### src/rtl/enc_8to3_seq.sv
// Sequential 8-to-3 encoder: accepts an 8-bit request word and emits the
// index of every set bit, lowest first, one index per output handshake.
module enc_8to3_seq (
    input  logic       CLK,
    input  logic       RST_N,
    input  logic       IN_VALID,
    output logic       IN_READY,
    input  logic [7:0] IN,
    output logic       OUT_VALID,
    input  logic       OUT_READY,
    output logic [2:0] OUT,
    output logic       OUT_LAST,
    output logic [3:0] COUNT,
    output logic       ZERO
);

    localparam int unsigned WORD_W = 8;
    localparam int unsigned IDX_W  = 3;
    localparam int unsigned CNT_W  = 4;

    localparam logic [0:0] ST_IDLE = 1'b0;
    localparam logic [0:0] ST_EMIT = 1'b1;

    logic [0:0]        state_q, state_d;
    logic [WORD_W-1:0] pend_q,  pend_d;
    logic [CNT_W-1:0]  count_q, count_d;
    logic              zero_q,  zero_d;

    logic [IDX_W-1:0]  low_idx;
    logic              one_left;
    logic [CNT_W-1:0]  in_pop;

    // Lowest set bit of the pending word; scanning downward leaves the lowest.
    always_comb begin
        low_idx = '0;
        for (int i = WORD_W - 1; i >= 0; i--) begin
            if (pend_q[i]) begin
                low_idx = IDX_W'(i);
            end
        end
    end

    // Exactly one bit left means the current beat is the last of the word.
    assign one_left = (pend_q != '0) && ((pend_q & (pend_q - WORD_W'(1))) == '0);

    always_comb begin
        in_pop = '0;
        for (int i = 0; i < WORD_W; i++) begin
            in_pop = in_pop + CNT_W'(IN[i]);
        end
    end

    // Next-state logic: capture in IDLE, drain one bit per accepted beat in EMIT.
    always_comb begin
        state_d = state_q;
        pend_d  = pend_q;
        count_d = count_q;
        zero_d  = 1'b0;
        case (state_q)
            ST_IDLE: begin
                if (IN_VALID) begin
                    count_d = in_pop;
                    if (IN == '0) begin
                        zero_d = 1'b1;
                    end else begin
                        pend_d  = IN;
                        state_d = ST_EMIT;
                    end
                end
            end
            ST_EMIT: begin
                if (OUT_READY) begin
                    pend_d = pend_q & (pend_q - WORD_W'(1));
                    if (one_left) begin
                        state_d = ST_IDLE;
                    end
                end
            end
            default: begin
                state_d = ST_IDLE;
                pend_d  = '0;
            end
        endcase
    end

    always_ff @(posedge CLK or negedge RST_N) begin
        if (!RST_N) begin
            state_q <= ST_IDLE;
            pend_q  <= '0;
            count_q <= '0;
            zero_q  <= 1'b0;
        end else begin
            state_q <= state_d;
            pend_q  <= pend_d;
            count_q <= count_d;
            zero_q  <= zero_d;
        end
    end

    // All outputs are decoded from registers only.
    assign IN_READY  = (state_q == ST_IDLE);
    assign OUT_VALID = (state_q == ST_EMIT);
    assign OUT       = OUT_VALID ? low_idx : '0;
    assign OUT_LAST  = OUT_VALID & one_left;
    assign COUNT     = count_q;
    assign ZERO      = zero_q;

endmodule

### config.mk
export PLATFORM = sky130hd
export DESIGN_NAME = enc_8to3_seq
export DESIGN_NICKNAME = d
export VERILOG_FILES = /design/src/rtl/enc_8to3_seq.sv
export SDC_FILE = /design/constraint.sdc
export NUM_CORES = 1
export LEC_CHECK = 0
export ABC_AREA = 1
export ABC_CLOCK_PERIOD_IN_PS = 1200
export CAP_MARGIN = 20
export CORE_ASPECT_RATIO = 0.8
export CORE_UTILIZATION = 45
export CTS_CLUSTER_DIAMETER = 80
export CTS_CLUSTER_SIZE = 10
export DETAILED_ROUTE_END_ITERATION = 8
export PLACE_DENSITY = 0.75
export SETUP_SLACK_MARGIN = 0.5
export SLEW_MARGIN = 30
export SYNTH_ARGS = -nofsm -noshare
export SYNTH_HDL_FRONTEND = slang
export SYNTH_SLANG_ARGS = --single-unit
### constraint.sdc
create_clock -name CLK -period 1.2 [get_ports CLK]
set_input_delay 0.24 -clock CLK [delete_from_list [all_inputs] [get_ports CLK]]
set_output_delay 0.24 -clock CLK [all_outputs]
set_load 0.05 [all_outputs]
==> impl_metrics.csv, run 1 <==
group,metric,value,unit
yosys,postSynthCellCount,136,
yosys,netlist_top_cells_area,"dfrtp_1 (33%), nand2_1 (13%), inv_1 (7.9%), fa_1 (7.6%), ha_1 (4.8%)",
clock_tree,cts-hold-fix-buffers,0,
clock_tree,cts_max_level,1,
clock_tree,numCtsBuffers,3,
floorplanning,rows,15,
floorplanning,pin_count,23,
place,io_buffers,22,
floorplanning,initial_core_util,0.481,
sta,endpoint_type,"sequential cell input",
yosys,post_synth.cell_area_avg,7.70,um^2
place,gp_congestion,0.839,
yosys,yosysTopAreaCell,"dfrtp_1",
yosys,yosysUniqueCellTypes,23,
yosys,syn_area,0.00105,mm^2
status,outcome,"did not finish",
yosys,synth_warnings,0,
clock_tree,cts_buffer_depth,2,
clock_tree,cts.root.buffer_cell,"clkbuf_4",
place,hpwl,2550,um
yosys,syn-num-nets,156,
sta,worst_endpoint,"COUNT[2]$_DFFE_PN0P_/D",
yosys,netlist.area_leader.share,0.335,
status,firstError,"[ERROR DPL-0038] Utilization greater than 100%, impossible to legalize",
yosys,ys_ff_latch,14,
status,failing_step,"global routing (5_1_grt)",
floorplanning,dieHeight,45.2,um
place,dpl_worst_slack,-2.06,ns
clock_tree,clock-sinks,14,
global_routing,grt_max_degree,15,
yosys,yosysSeqAreaShare,0.335,
floorplanning,die_w,55.9,um
[cell families after synthesis]
kind of cell / share of synthesized area
AOI/OAI and AO/OA: 0.133
adders and majority gates: 0.124
xor gates and xnor gates: 0.00836
and+or+nand+nor: 0.288
buffers and inverters: 0.112
DFF: 0.335
[cells in the mapped netlist]
master    number
inv_1         22
buf_2          1
inv_2          2
fa_1           4
nand2_4        3
nor2_1        13
o21ai_0        9
nand4_1        2
a21oi_2        1
o211ai_2       3
o21ai_2        3
a21oi_1        3
nand3_1        6
ha_1           4
buf_6          2
xor2_1         1
nand2_2        1
nor2_4         1
nor3_1         4
nand2_1       35
a31oi_1        1
dfrtp_1       14
nand3b_1       1
[per-stage QoR]
stage           util  area [um^2]  cells
2_1_floorplan      -         1150    136
3_3_place_gp   0.805         1750    218
3_5_place_dp   0.805         1750    218
4_1_cts        0.936         2040    237
[timing repair]
action                                  CTS
gates resized for setup                  70
setup buffers                            15
pin swaps                                22
endpoints found under the setup margin   25
==> run 2: changes to the inputs <==
- ABC_CLOCK_PERIOD_IN_PS: 1200 -> 1550
- CORE_AREA: default -> 2 2 63 65
- CORE_ASPECT_RATIO: 0.8 -> default
- CORE_UTILIZATION: 45 -> default
- CTS_CLUSTER_DIAMETER: 80 -> default
- CTS_CLUSTER_SIZE: 10 -> default
- DIE_AREA: default -> 0 0 65 67
- PLACE_DENSITY: 0.75 -> default
- PLACE_DENSITY_LB_ADDON: default -> 0.15
- SETUP_SLACK_MARGIN: 0.5 -> default
- clock period: 1.2 -> 1.55 ns (I/O delays scaled with it)
==> run 2 against run 1 <==
Net effect: the flow now finishes, with violations (negative setup slack); synthesized cell count stayed put; area after synthesis unchanged.
==> impl_metrics.csv, run 2 <==
group,metric,value,unit
status,violations,"negative setup slack",
finish,largest_register_ffs,8,
finish,regMostFlops,"pend_q",
yosys,synthFlopType,"dfrtp_1",
sta,fmax,0.392,GHz
yosys,synth-edff-count,0,
floorplanning,dieHeight,67,um
yosys,synth_top_family_by_area,"simple AND/OR/NAND/NOR gates",
floorplanning,pin_count,23,
yosys,synth_warnings,0,
sta,final-hold-violation-count,0,
global_routing,grt_max_degree,15,
power,finalPower,4.26,mW
clock_tree,cts_max_level,1,
clock_tree,numCtsBuffers,3,
sta,setup_viol,8,
sta,slew_headroom,0.795,
sta,fin_worst_skew,0.00326,ns
yosys,yosysTopAreaCell,"dfrtp_1",
yosys,synth-xor-area-share,0.00836,
yosys,syn_area,0.00105,mm^2
clock_tree,clk_pin_slew,0.06,ns
route,drt.antenna.violating_nets,0,
global_routing,first_global_vias,1108,
job,drv_cap,0,
floorplanning,initial_core_util,0.290,
critical_path,path_buf_inv,4,
sta,fin_hold_ws,0.364,ns
floorplanning,dieArea,0.00436,mm^2
power,power_leakage,0.916,nW
clock_tree,clock-sinks,14,
critical_path,crit_arrival,2.70,ns
route,wl_per_cell,12.4,um
finish,n_fill_cell,349,
power,peakVddDrop,0.000943,V
finish,postLayoutCellArea,0.00186,mm^2
route,route.detailed.drc,0,
floorplanning,rows,22,
yosys,yosys.area_share.simple,0.288,
route,via_per_inst,4.37,
route,vias,1057,
sta,setup_tns,-4.30,ns
finish,syn2layout_area_growth,77.7,%
sta,fin_ws,-1.00,ns
yosys,synth-async-reset-ratio,1.00,
place,gp_congestion,0.870,
yosys,muxShareOfSynthArea,0,
yosys,yosys-top-cells-count,"nand2_1 (35), inv_1 (22), dfrtp_1 (14), nor2_1 (13), o21ai_0 (9)",
finish,regArea,353,um^2
finish,utilization,0.516,
critical_path,endpoint_kind,"register",
yosys,ys_ff_latch,14,
yosys,post_synth.cell_area_avg,7.70,um^2
critical_path,cpPeakStageDelay,0.54,ns
yosys,yosysUniqueCellTypes,23,
floorplanning,die_w,65,um
yosys,postSynthCellCount,136,
yosys,netlist.area_leader.share,0.335,
sta,post-route-period-util,1.65,
critical_path,start_kind,"primary input",
floorplanning,core,0.00361,mm^2
critical_path,cp_top_family,"adder cells",
global_routing,grt_util_all_layers,0.153,
finish,layout-drive-gt1-share,0.485,
global_routing,antenna_found_initial,0,
place,hpwl,2330,um
clock_tree,cts.root.buffer_cell,"clkbuf_8",
finish,stdcell_count,242,
yosys,synthAdderAreaFrac,0.124,
place,post-place-cells,235,
critical_path,cp_slowest_cell,"fa_1",
power,powerDensity,2290,mW/mm^2
critical_path,critPathKind,"in2reg",
route,drt-initial-drc-count,39,
hold_path,hold_path_class,"in2async",
place,dpl_cell_area,0.00170,mm^2
route,first_pass_iters,4,
clock_tree,tritoncts,"built",
global_routing,grt-ovfl-total,0,
yosys,synth_compound_area_frac,0.133,
yosys,yosysSeqAreaShare,0.335,
sta,fin_crit,2.55,ns
status,outcome,"finished with violations",
place,dpl_worst_slack,-1.69,ns
critical_path,crit_chain,"buf_8 -> fa_1 -> inv_2 -> fa_1 -> fa_1 -> inv_2 -> ha_4 -> inv_2 -> fa_2 -> o21ai_1",
clock_tree,cts-hold-fix-buffers,0,
finish,n_antenna_cell,0,
sta,worstMarginPinSlew,0.307,ns
sta,drv_slew,0,
clock_tree,cts_buffer_depth,2,
critical_path,path_max_fanout,2,
finish,multiInputGateArea,697,um^2
route,totalWireLength,2990,um
place,io_buffers,22,
finish,final_cell_mix,"nand2_1 (32), buf_4 (32), inv_1 (16), dfrtp_1 (12), buf_12 (11)",
sta,rsz0062_at_grt,"true",
yosys,netlist_top_cells_area,"dfrtp_1 (33%), nand2_1 (13%), inv_1 (7.9%), fa_1 (7.6%), ha_1 (4.8%)",
critical_path,required,1.69,ns
yosys,yosysMostFrequentCell,"nand2_1",
finish,finalNetCount,215,
clock_tree,clkLatencyLatePin,0.25,ns
yosys,syn-num-nets,156,
global_routing,grt_pass1_wl,5030,um
[run 2: layer usage]
metal	GRT usage	up-vias	wire length (um)
li1	-	544	-
met1	0.184	493	1350
met2	0.272	15	1500
met3	0.0355	5	98
met4	0.0399	0	46
met5	0	-	0
[run 2: power by group]
group | leakage (nW) | internal [mW] | switching [mW]
combinational | 0.712 | 1.50 | 1.69
clock | 0.0288 | 0.226 | 0.144
sequential | 0.175 | 0.524 | 0.172
total | 0.916 | 2.25 | 2.01
[run 2: logic make-up after synthesis]
family | count (synthesis)
DFF | 14
and+or+nand+nor | 66
buffers and inverters | 27
xor gates and xnor gates | 1
adders and majority gates | 8
AOI/OAI and AO/OA | 20
[run 2: final timing paths]
check                             to  depth (start not counted)  startpoint  slack (ns)
min                        pend_q[2]                          2       RST_N        0.36
max in group asynchronous  OUT_VALID                          2       RST_N        0.99
min in group CLK           pend_q[0]                          4       IN[0]        0.46
max reg2reg                OUT_VALID                          9   pend_q[1]        0.08
max                         COUNT[1]                         10       IN[1]       -1.00
min reg2reg                 COUNT[0]                          2    COUNT[0]        0.55
[run 2: timing repair]
action	in CTS	in global routing
endpoints found under the setup margin	9	17
cloned	0	0
buffers inserted	9	3
gates resized for setup	34	14
pin swaps	15	15
[run 2: layout make-up]
cell class / instances / area share
Timing Repair Buffer: 57 / 0.321
Sequential cell: 14 / 0.190
Multi-Input combinational cell: 95 / 0.375
Clock buffer: 4 / 0.0296
Inverter: 24 / 0.0525
Tap cell: 48 / 0.0323
No activity file was read; power rests on OpenSTA's default activity.
==> run 3: changes to the inputs <==
--- a/config.mk
+++ b/config.mk
@@ -8,7 +8,6 @@
 export ABC_AREA = 1
-export ABC_CLOCK_PERIOD_IN_PS = 1550
+export ABC_CLOCK_PERIOD_IN_PS = 2150
 export CAP_MARGIN = 20
-export CORE_AREA = 2 2 63 65
+export CORE_UTILIZATION = 25
 export DETAILED_ROUTE_END_ITERATION = 8
-export DIE_AREA = 0 0 65 67
 export PLACE_DENSITY_LB_ADDON = 0.15
==> constraint.sdc (replaced) <==
create_clock -name CLK -period 2.15 [get_ports CLK]
set_input_delay 0.3225 -clock CLK [delete_from_list [all_inputs] [get_ports CLK]]
set_output_delay 0.3225 -clock CLK [all_outputs]
set_load 0.05 [all_outputs]
==> run 3 against run 2 <==
Net effect: the flow still finishes with violations (negative setup slack); via count shrank 9.6%; global-route usage shrank 1.9 points; sequential share of layout area grew 4.0 points; clock power shrank 29%; sequential power shrank 31%; power shrank 44%; critical path depth is the same; count of clock-buffer cells in the layout is the same.
==> impl_metrics.csv, run 3 (synthesized netlist as in run 2, its figures left out) <==
group,metric,value,unit
critical_path,path_max_fanout,2,
critical_path,critPathKind,"in2reg",
sta,setup_viol,4,
finish,regMostFlops,"pend_q",
finish,largest_register_ffs,8,
sta,fmax,0.385,GHz
place,io_buffers,22,
sta,fin_ws,-0.446,ns
critical_path,r2r_slack,0.51,ns
global_routing,grt_max_degree,15,
critical_path,cp_top_family,"adder cells",
place,hpwl,2080,um
global_routing,grt_pass1_wl,4460,um
global_routing,first_global_vias,999,
floorplanning,dieArea,0.00445,mm^2
hold_path,min-delay-start,"IN[0]",
floorplanning,initial_core_util,0.262,
critical_path,path_depth,10,
finish,syn2layout_area_growth,45.9,%
power,powerDensity,1580,mW/mm^2
finish,final_common_cell,"nand2_1",
route,vias,955,
finish,n_antenna_cell,0,
route,route.detailed.drc,0,
finish,n_fill_cell,413,
finish,final_cell_mix,"nand2_1 (33), inv_1 (19), dfrtp_1 (14), clkdlybuf4s50_1 (14)",
route,totalWireLength,2580,um
critical_path,endpoint_kind,"register",
critical_path,rr_worst_depth,8,
critical_path,cpPeakStageDelay,0.54,ns
critical_path,crit_chain,"buf_8 -> fa_1 -> inv_2 -> fa_1 -> fa_1 -> inv_2 -> ha_4 -> inv_2 -> fa_2 -> o21ai_1",
power,peakVddDrop,0.000381,V
route,first_pass_iters,5,
clock_tree,cts_buffer_depth,2,
clock_tree,tritoncts,"built",
critical_path,cp-startpoint,"IN[0]",
status,outcome,"finished with violations",
clock_tree,cts_max_level,1,
clock_tree,numCtsBuffers,3,
sta,post-route-period-util,1.21,
floorplanning,core,0.00400,mm^2
hold_path,hold_path_class,"in2reg",
critical_path,regToRegEndpoint,"pend_q[1]",
finish,layout-drive-gt1-share,0.292,
critical_path,path_buf_inv,4,
sta,rsz0062_at_grt,"true",
critical_path,start_kind,"primary input",
clock_tree,clock-sinks,14,
route,wl_per_cell,11.8,um
sta,setup_tns,-1.11,ns
power,finalPower,2.41,mW
sta,fin_worst_skew,0.00327,ns
floorplanning,die_w,66.7,um
critical_path,crit_arrival,2.73,ns
floorplanning,rows,23,
finish,finalNetCount,189,
place,dpl_cell_area,0.00143,mm^2
place,gp_congestion,0.810,
clock_tree,cts.root.buffer_cell,"clkbuf_8",
critical_path,cp-endpoint,"COUNT[1]",
sta,drv_slew,0,
sta,slew_headroom,0.555,
global_routing,antenna_found_initial,0,
global_routing,grt-ovfl-total,0,
route,drt-initial-drc-count,17,
clock_tree,clk_pin_slew,0.06,ns
critical_path,regToRegStartpoint,"OUT_VALID",
floorplanning,pin_count,23,
global_routing,grt_util_all_layers,0.134,
place,dpl_worst_slack,-1.13,ns
job,drv_cap,0,
route,via_per_inst,4.38,
critical_path,required,2.28,ns
sta,worstMarginPinSlew,0.665,ns
clock_tree,clkLatencyLatePin,0.25,ns
power,power_leakage,0.754,nW
sta,fin_crit,2.60,ns
finish,postLayoutCellArea,0.00153,mm^2
critical_path,cp_slowest_cell,"fa_1",
route,drt.antenna.violating_nets,0,
finish,utilization,0.382,
floorplanning,dieHeight,66.7,um
status,violations,"negative setup slack",
sta,final-hold-violation-count,0,
[run 3: cell count changes in the layout (fill, tap and decap cells not counted), moves of 3 or more]
cell | before | now
buf_6 | 3 | 0
buf_12 | 11 | 4
buf_4 | 32 | 10
nor2_1 | 7 | 10
clkdlybuf4s50_1 | 7 | 14
inv_1 | 16 | 19
[run 3: repair_timing]
| item | CTS | global route |
|---|---|---|
| setup buffers | 2 | 1 |
| resized for setup | 20 | 7 |
| hold buffers | 0 | 0 |
| pin swaps | 6 | 4 |
| setup endpoints to repair | 4 | 5 |
[run 3: power by group]
group          leakage, nW  internal (mW)  switching (mW)  total [mW]
logic                0.548          0.641            1.03        1.67
registers            0.177          0.375           0.103       0.478
clock network       0.0288          0.162           0.100       0.262
total                0.754           1.18            1.23        2.41
[run 3: worst reg2reg max path, cell delays in order, from the launching register on]
cell	delay [ns]
dfrtp_1	0.38
buf_4	0.18
inv_2	0.29
nand2_4	0.14
inv_2	0.14
nand2_4	0.10
nand2_4	0.17
nor2_1	0.07
a21oi_2	0.10
[run 3: layer usage]
layer | vias up | wire (um) | share of wire | track usage
li1 | 489 | - | - | -
met1 | 440 | 1220 | 0.47 | 0.176
met2 | 24 | 1250 | 0.49 | 0.221
met3 | 2 | 92 | 0.036 | 0.0223
met4 | 0 | 17 | 0.0066 | 0.0399
met5 | - | 0 | 0 | 0
[run 3: worst min path at each step]
stage,depth (start not counted),slack (ns),end
3_5_place_dp,2,0.47,COUNT[0]
6_report,4,0.45,pend_q[0]
5_1_grt,4,0.47,pend_q[0]
2_1_floorplan,0,0.03,COUNT[0]
4_1_cts,4,0.46,pend_q[0]
3_3_place_gp,2,0.47,COUNT[0]
[run 3: through the flow]
stage,hold WS (ns),cells
after global placement,0.473,212
after detailed placement,0.475,212
after floorplan,0.0269,136
after CTS,0.462,218
after global routing,0.468,218
final,0.452,218
[run 3: final cells by class]
cell class | instances | area (um^2) | share of cell area
flip-flops and latches | 14 | 350 | 0.229
repair buffers | 31 | 320 | 0.210
inverters | 24 | 90.1 | 0.0590
multi-input cells | 95 | 649 | 0.425
well taps | 50 | 62.6 | 0.0409
clock buffers | 4 | 55.1 | 0.0360
==> run 4: changes to the inputs <==
- DONT_BUFFER_PORTS: default -> 1
- PLACE_DENSITY: default -> 0.5
- PLACE_DENSITY_LB_ADDON: 0.15 -> default
==> run 4 against run 3 <==
Net effect: the flow still finishes with violations (negative setup slack); combinational power is 12% lower; critical path depth is 1 lower; first-iteration DRC count grew to 2.8 times the previous value; non-clock buffer count is 21 lower; flip-flop and latch count stayed put; clock power hardly changed; count of clock-buffer cells in the layout stayed put; final cell count is 9.6% lower; maximum frequency is 2.8% higher; register-to-register slack better by 0.21 ns; largest cell class unchanged; largest power group unchanged.
==> impl_metrics.csv, run 4 (synthesized netlist as in run 2, its figures left out) <==
group,metric,value,unit
status,outcome,"finished with violations",
status,violations,"negative setup slack",
finish,largest_register_ffs,8,
finish,final_cell_mix,"nand2_1 (33), inv_1 (20), dfrtp_1 (12), nor2_1 (11), nand3_1 (6)",
floorplanning,rows,23,
hold_path,min-delay-start,"IN[5]",
critical_path,start_kind,"primary input",
route,drt-initial-drc-count,47,
job,drv_cap,0,
finish,n_antenna_cell,0,
critical_path,critPathKind,"in2reg",
place,post-place-cells,189,
clock_tree,cts_buffer_depth,2,
clock_tree,numCtsBuffers,3,
sta,final-hold-violation-count,0,
route,via_per_inst,4.57,
global_routing,grt_util_all_layers,0.134,
floorplanning,die_w,66.7,um
route,wl_per_cell,12.7,um
global_routing,grt_max_degree,15,
sta,drv_slew,0,
sta,fin_ws,-0.376,ns
finish,postLayoutCellArea,0.00134,mm^2
route,drt.antenna.violating_nets,0,
route,route.detailed.drc,0,
clock_tree,tritoncts,"built",
clock_tree,clk_pin_slew,0.06,ns
floorplanning,dieArea,0.00445,mm^2
finish,stdcell_count,197,
clock_tree,cts_max_level,1,
sta,setup_tns,-0.971,ns
finish,finalNetCount,168,
sta,rsz0062_at_grt,"true",
route,totalWireLength,2500,um
critical_path,endpoint_kind,"register",
floorplanning,dieHeight,66.7,um
finish,n_fill_cell,421,
power,switching_share,0.523,
place,gp_congestion,0.793,
sta,fin_worst_skew,0.00590,ns
floorplanning,pin_count,23,
global_routing,grt_pass1_wl,4390,um
power,power_leakage,0.662,nW
clock_tree,clkLatencyLatePin,0.25,ns
power,finalPower,2.33,mW
clock_tree,cts.root.buffer_cell,"clkbuf_8",
global_routing,first_global_vias,936,
power,switchingPower,1.22,mW
hold_path,hold_path_class,"in2reg",
critical_path,regToRegStartpoint,"OUT_VALID",
sta,slew_headroom,0.552,
sta,worstMarginPinSlew,0.669,ns
finish,layout-drive-gt1-share,0.293,
floorplanning,initial_core_util,0.262,
route,vias,901,
power,powerDensity,1740,mW/mm^2
critical_path,cp-startpoint,"IN[0]",
finish,utilization,0.335,
power,power_frac_seq,0.259,
place,dpl_worst_slack,-0.687,ns
critical_path,path_max_fanout,2,
finish,syn2layout_area_growth,28.1,%
sta,fin_crit,2.53,ns
floorplanning,core,0.00400,mm^2
critical_path,crit_arrival,2.70,ns
power,peakVddDrop,0.000502,V
sta,setup_viol,3,
place,hpwl,2020,um
power,clockPowerShare,0.111,
place,dpl_cell_area,0.00122,mm^2
sta,post-route-period-util,1.17,
finish,final_common_cell,"nand2_1",
place,io_buffers,0,
critical_path,required,2.32,ns
finish,regMostFlops,"pend_q",
route,first_pass_iters,4,
clock_tree,clock-sinks,14,
sta,fin_hold_ws,0.217,ns
sta,fmax,0.396,GHz
global_routing,antenna_found_initial,0,
global_routing,grt-ovfl-total,0,
power,combPwrFrac,0.630,
power,p_int,1.11,mW
run 4: cell types whose count changed in the layout (fill, tap and decap cells not counted), sizes merged:
cell,before,now
clkdlybuf4s50,14,0
dlygate4sd3,0,1
buf,17,9
run 4: area by class of cell:
class	instances	area (um^2)	area share
repair buffers	10	128	0.0951
multi-input cells	95	653	0.487
clock buffers	4	55.1	0.0410
well taps	50	62.6	0.0466
flip-flops and latches	14	353	0.263
inverters	24	90.1	0.0672
run 4: metal layers:
layer  GRT usage  share of wire  vias to the layer above
li1            -              -                      448
met1       0.174           0.46                      428
met2       0.208           0.45                       21
met3      0.0428          0.070                        4
met4      0.0479          0.013                        0
met5           0              0                        -
run 4: timing repair:
action                     in CTS  in global routing
setup endpoints to repair       3                  5
pin swaps                       2                  1
hold buffers                    1                  0
setup buffers                   1                  2
resized for setup               7                  8
hold endpoints to repair       14                  0
run 4: worst max-delay path, stage by stage:
cell,delay [ns]
fa_1,0.51
inv_1,0.05
fa_1,0.46
fa_2,0.55
inv_2,0.05
ha_4,0.15
inv_2,0.05
fa_2,0.42
o21ai_1,0.13
run 4: final timing paths:
path                             end  slack [ns]  cells after the start
hold / removal             pend_q[5]        0.22                      2
setup reg to reg           pend_q[7]        0.72                      7
min in group asynchronous  pend_q[3]        0.55                      1
max in group asynchronous  pend_q[0]        1.13                      1
hold reg to reg            pend_q[7]        0.56                      2
setup / recovery            COUNT[1]       -0.38                      9
run 4: power by group through the flow:
stage	Sequential, mW	Clock, mW	Combinational, mW
finish	0.604	0.260	1.47
CTS	0.597	0.269	1.43
floorplan	0.601	0	0.993
detailed placement	0.599	0	1.39
global route	0.621	0.282	1.62
global placement	0.600	0	1.38
